<file path="src/rtl/seg_digit_render.sv">
// seg_digit_render: overlays per-digit segment-quadrant patterns, window
// outlines and blinking onto a VGA pixel stream. Quadrant masks arrive over
// a valid/ready handshake into a pending buffer and are committed to the
// active buffer only at frame start, so a frame never mixes two updates.
module seg_digit_render #(
  parameter logic [11:0] LIT_COLOR    = 12'hF00,
  parameter logic [11:0] BOX_COLOR    = 12'hFFF,
  parameter int unsigned BLINK_FRAMES = 30
) (
  input  logic        clk,
  input  logic        rst_n,
  input  logic [9:0]  hcnt,
  input  logic [9:0]  vcnt,
  input  logic [11:0] pixel_in,
  input  logic        upd_valid,
  output logic        upd_ready,
  input  logic [23:0] upd_mask,
  input  logic [5:0]  upd_blink,
  output logic [11:0] pixel_out,
  output logic        frame_start
);

  localparam logic [7:0] BLINK_LAST = 8'(BLINK_FRAMES - 1);

  logic [11:0] pixel_q, pixel_d;
  logic        frame_start_q, frame_start_d;
  logic [9:0]  vcnt_prev_q, vcnt_prev_d;
  logic [23:0] act_mask_q, act_mask_d;
  logic [5:0]  act_blink_q, act_blink_d;
  logic [23:0] pend_mask_q, pend_mask_d;
  logic [5:0]  pend_blink_q, pend_blink_d;
  logic        pend_full_q, pend_full_d;
  logic [7:0]  blink_cnt_q, blink_cnt_d;
  logic        blink_phase_q, blink_phase_d;

  logic        frame_edge;
  logic        xfer;
  logic        box_hit;
  logic        lit_hit;
  logic        in_win;
  logic [9:0]  l_edge;
  logic [1:0]  quad_sel;
  logic [3:0]  quad_bits;

  assign frame_edge  = (vcnt_prev_q != '0) && (vcnt == '0);
  assign xfer        = upd_valid && !pend_full_q;
  assign upd_ready   = !pend_full_q;
  assign pixel_out   = pixel_q;
  assign frame_start = frame_start_q;

  function automatic logic [9:0] left_edge(input int unsigned d);
    case (d)
      0:       left_edge = 10'd50;
      1:       left_edge = 10'd140;
      2:       left_edge = 10'd230;
      3:       left_edge = 10'd335;
      4:       left_edge = 10'd425;
      default: left_edge = 10'd515;
    endcase
  endfunction

  // Pixel overlay: windows are disjoint, so hits can be OR-ed across digits
  always_comb begin
    box_hit   = 1'b0;
    lit_hit   = 1'b0;
    in_win    = 1'b0;
    l_edge    = '0;
    quad_sel  = '0;
    quad_bits = '0;
    for (int unsigned d = 0; d < 6; d++) begin
      l_edge    = left_edge(d);
      in_win    = (hcnt > l_edge) && (hcnt < l_edge + 10'd75) &&
                  (vcnt > 10'd150) && (vcnt <= 10'd300);
      quad_sel  = {vcnt > 10'd225, hcnt > l_edge + 10'd37};
      quad_bits = act_mask_q[4*d +: 4];
      if (in_win) begin
        if ((hcnt == l_edge + 10'd1) || (hcnt == l_edge + 10'd74) ||
            (vcnt == 10'd151) || (vcnt == 10'd300)) begin
          box_hit = 1'b1;
        end
        if (quad_bits[quad_sel] && !(act_blink_q[d] && blink_phase_q)) begin
          lit_hit = 1'b1;
        end
      end
    end
    if (box_hit) begin
      pixel_d = BOX_COLOR;
    end else if (lit_hit) begin
      pixel_d = LIT_COLOR;
    end else begin
      pixel_d = pixel_in;
    end
  end

  // Buffer commit, handshake and blink timing; a transfer can only happen
  // when pending is empty, so it never collides with the commit's clear
  always_comb begin
    frame_start_d = frame_edge;
    vcnt_prev_d   = vcnt;
    act_mask_d    = act_mask_q;
    act_blink_d   = act_blink_q;
    pend_mask_d   = pend_mask_q;
    pend_blink_d  = pend_blink_q;
    pend_full_d   = pend_full_q;
    blink_cnt_d   = blink_cnt_q;
    blink_phase_d = blink_phase_q;
    if (frame_edge) begin
      if (pend_full_q) begin
        act_mask_d  = pend_mask_q;
        act_blink_d = pend_blink_q;
        pend_full_d = 1'b0;
      end
      if (blink_cnt_q == BLINK_LAST) begin
        blink_cnt_d   = '0;
        blink_phase_d = !blink_phase_q;
      end else begin
        blink_cnt_d = blink_cnt_q + 8'd1;
      end
    end
    if (xfer) begin
      pend_mask_d  = upd_mask;
      pend_blink_d = upd_blink;
      pend_full_d  = 1'b1;
    end
  end

  // State registers with synchronous active-low reset
  always_ff @(posedge clk) begin
    if (!rst_n) begin
      pixel_q       <= '0;
      frame_start_q <= 1'b0;
      vcnt_prev_q   <= '0;
      act_mask_q    <= '0;
      act_blink_q   <= '0;
      pend_mask_q   <= '0;
      pend_blink_q  <= '0;
      pend_full_q   <= 1'b0;
      blink_cnt_q   <= '0;
      blink_phase_q <= 1'b0;
    end else begin
      pixel_q       <= pixel_d;
      frame_start_q <= frame_start_d;
      vcnt_prev_q   <= vcnt_prev_d;
      act_mask_q    <= act_mask_d;
      act_blink_q   <= act_blink_d;
      pend_mask_q   <= pend_mask_d;
      pend_blink_q  <= pend_blink_d;
      pend_full_q   <= pend_full_d;
      blink_cnt_q   <= blink_cnt_d;
      blink_phase_q <= blink_phase_d;
    end
  end

endmodule

</file>
<file path="config.mk">
export PLATFORM = sky130hd
export DESIGN_NAME = seg_digit_render
export DESIGN_NICKNAME = d
export VERILOG_FILES = /design/src/rtl/seg_digit_render.sv
export SDC_FILE = /design/constraint.sdc
export NUM_CORES = 1
export LEC_CHECK = 0
export CORE_MARGIN = 2
export CORE_UTILIZATION = 30
export CTS_CLUSTER_SIZE = 28
export DETAILED_ROUTE_END_ITERATION = 8
export GPL_TIMING_DRIVEN = 1
export SETUP_SLACK_MARGIN = 0.3
export SYNTH_ARGS = -nofsm -noshare
export SYNTH_HDL_FRONTEND = slang
export SYNTH_SLANG_ARGS = --single-unit
</file>
<file path="constraint.sdc">
create_clock -name clk -period 7.8 [get_ports clk]
set_input_delay 1.56 -clock clk [delete_from_list [all_inputs] [get_ports clk]]
set_output_delay 1.56 -clock clk [all_outputs]
set_load 0.1 [all_outputs]
</file>
==> results.toml <==
[global_routing]
grt_max_degree = 54
grt-ovfl-total = 0
antenna_found_initial = 0
grt_use_total_pct = 15.0
grt_pass1_vias = 4007
grt_pass1_wl_um = 19600

[cts]
numCtsBuffers = 9
htreeDepth = 3
cts_resized = 0
cts_sinks = 93
cts_buffer_depth = 2
cts_tree = "yes"
clock_latency_ns = 0.34
clk_pin_slew_ns = 0.06
postCtsHoldBufs = 0
cts_root_buf = "clkbuf_16"
postCtsSetupRepairBufs = 0

[logic_synthesis]
synth_top_area_share_pct = 41.3
synth_most_common_cell = "nand2_1"
synth_fp_nets = 643
syn_avg_cell_area_um2 = 7.82
yosys_warnings = 0
async_reset_ff_share_pct = 0
syn_area_um2 = 4500
synth_edf_count = 0
synth_common_cells = "156 x nand2_1, 93 x dfxtp_1, 60 x a21oi_1"
synth-seq-cells = 93
seq_area_frac_synth_pct = 41.3
yosysUniqueCellTypes = 66
synth_cells = 576
synth_area_leader_cell = "dfxtp_1"
synth.area.top_cells = "dfxtp_1 41%, nand2_1 13%, a21oi_1 6.7%"
synth-main-ff-cell = "dfxtp_1"

[setup_path]
cp.arrival_ns = 4.85
cp.required_ns = 8.05
start_kind = "input port"
crit_chain = "clkdlybuf4s50_1, nor4_1, nor4_1, a2111oi_0, nor4_1, o2111ai_1, nand2_1, o211ai_1"
rrSetupSlack_ns = 5.24
cp_top_family = "compound AO/OA/AOI/OAI gates"
r2r-start = "vcnt_prev_q[7]$_SDFF_PN0_"
crit_type = "input port to flop"
r2r-end = "act_mask_q[3]$_SDFFE_PN0P_"
worst_path_max_delay_cell = "clkdlybuf4s50_1"
crit_buf_inv = 1
crit_fanout = 20
reg2regPathDepth = 5
max_stage_delay_ns = 0.74
cp_common_cell = "nor4_1"
endpoint_kind = "flop"

[floorplan]
dieArea_um2 = 16000
row_count = 44
ios = 79
die_y_um = 127
die_w_um = 127
start_util_pct = 30.9
core_um2 = 14600

[placement]
post_dp_cell_area_um2 = 5320
dp_hpwl_um = 8510
place_congestion = 0.877
dp_cells = 797
io_buffers = 78

[pwr]
vdd_drop_max_mv = 0.0953
leakage_uw = 0.00195
power_density_nw_per_um2 = 197

[sta]
finalHoldViolations = 0
rsz0062_at_grt = "no"
tightest_slew_ns = 1.05
fin_crit_sh_pct = 58.9
max_freq_mhz = 218
totalNegativeSetupSlack_ns = 0
drv_slew = 0
slew_headroom_pct = 29.7
fin_crit_ns = 4.59
fin_skew_ns = 0.00783
finalSetupViolCount = 0

[route]
drtIter0Drc = 522
routed_wl_um = 12000
post-route-drc-count = 0
drt_pass1_iterations = 5
vias_per_cell = 5.20
wire_per_inst_um = 14.8
vias = 4222
ant_nets = 0

[min_path]
hp-start = "pend_mask_q[2]$_SDFFE_PN0P_"
worstHoldPathCells = 2
worstHoldEndpoint = "pend_mask_q[2]$_SDFFE_PN0P_"
hp-class = "flop to flop"

[finish]
diodes = 0
postLayoutCoreUtil_pct = 38.5
syn_to_final_growth_pct = 24.8
instances_no_fill = 812
fin_nets = 691
final_layout_size_suffix_gt1_share_pct = 4.78
final_area_um2 = 5620

[run_status]
status = "finished, final reports clean"

[job]
cap_violations = 0
per-stage QoR:
| step | hold WS (ns) | worst slack, ns | total power [µW] |
|---|---|---|---|
| after global routing | 0.478 | 3.00 | 1150 |
| after detailed placement | 0.446 | 2.98 | 678 |
| after floorplan | 0.432 | 3.99 | 615 |
| final | 0.457 | 3.21 | 1110 |
| after CTS | 0.457 | 3.34 | 1120 |
| after global placement | 0.442 | 3.03 | 676 |
power breakdown:
group | total (µW) | switching [µW] | internal [µW]
registers | 500 | 8.04 | 492
logic | 169 | 105 | 63.7
clock network | 437 | 181 | 256
cells by family (layout without fill, tap and decap cells):
group | count (synthesis) | after routing | synth area share [%]
compound gates | 136 | 136 | 19.7
xor+xnor | 6 | 6 | 1.17
fa+ha+maj | 2 | 2 | 0.555
buf+inv | 48 | 100 | 5.06
flops | 93 | 93 | 41.3
mux | 15 | 15 | 3.47
simple gates | 276 | 276 | 28.8
state kept, by name, indices dropped and copies added (netlist names):
register / count
vcnt_prev_q: 10
pixel_out: 12
frame_start: 1
blink_phase_q: 1
pend_mask_q: 24
pend_full_q: 1
act_blink_q: 6
act_mask_q: 24
blink_cnt_q: 8
pend_blink_q: 6
tightest hold or removal path, delay by kind of cell, from the launching register on:
family | cells | cell delay (ns)
compound gates | 1 | 0.05
flops | 1 | 0.31
simple gates | 1 | 0.05
final cells by class:
class	count	area [µm²]
Inverter	5	18.8
Timing Repair Buffer	80	796
Fill cell	1503	8970
Multi-Input combinational cell	435	2420
Tap cell	184	230
Clock buffer	10	239
Sequential cell	93	1860
Clock inverter	5	60.1
worst max-delay path by stage:
stage / start / end / cells after the start
after floorplan: hcnt[5] / pixel_out[10]$_SDFF_PN0_ / 9
after global placement: hcnt[6] / pixel_out[10]$_SDFF_PN0_ / 8
after detailed placement: hcnt[6] / pixel_out[9]$_SDFF_PN0_ / 8
after CTS: hcnt[3] / pixel_out[2]$_SDFF_PN0_ / 8
after global routing: hcnt[3] / pixel_out[2]$_SDFF_PN0_ / 8
final: hcnt[3] / pixel_out[2]$_SDFF_PN0_ / 8
routing by layer:
metal	wire (µm)	track usage (%)	up-vias
met4	272	5.69	0
met3	693	3.58	21
met5	0	0	-
li1	-	-	2122
met2	5330	22.4	126
met1	5690	20.8	1953
cells in the final DEF (no fill, tap or decap), types with 3 or more instances in the layout:
master,n
nor3_1,7
nand2_1,156
nand3_1,15
or3_1,6
mux2_2,5
xor2_1,5
nor4b_1,3
nor4_1,12
clkbuf_16,9
a21oi_1,60
dfxtp_1,93
mux2i_1,10
nand4_1,9
nand3b_1,3
a21boi_0,13
clkdlybuf4s50_1,78
a211oi_1,6
nand4b_1,3
o311a_1,4
and2_1,12
nor2_1,24
o21ai_0,7
o211ai_1,8
nand2b_1,8
inv_1,4
o2111ai_1,3
o22ai_1,3
and3_1,3
a31oi_1,5
Note: power is estimated with default switching activity, not from simulation.
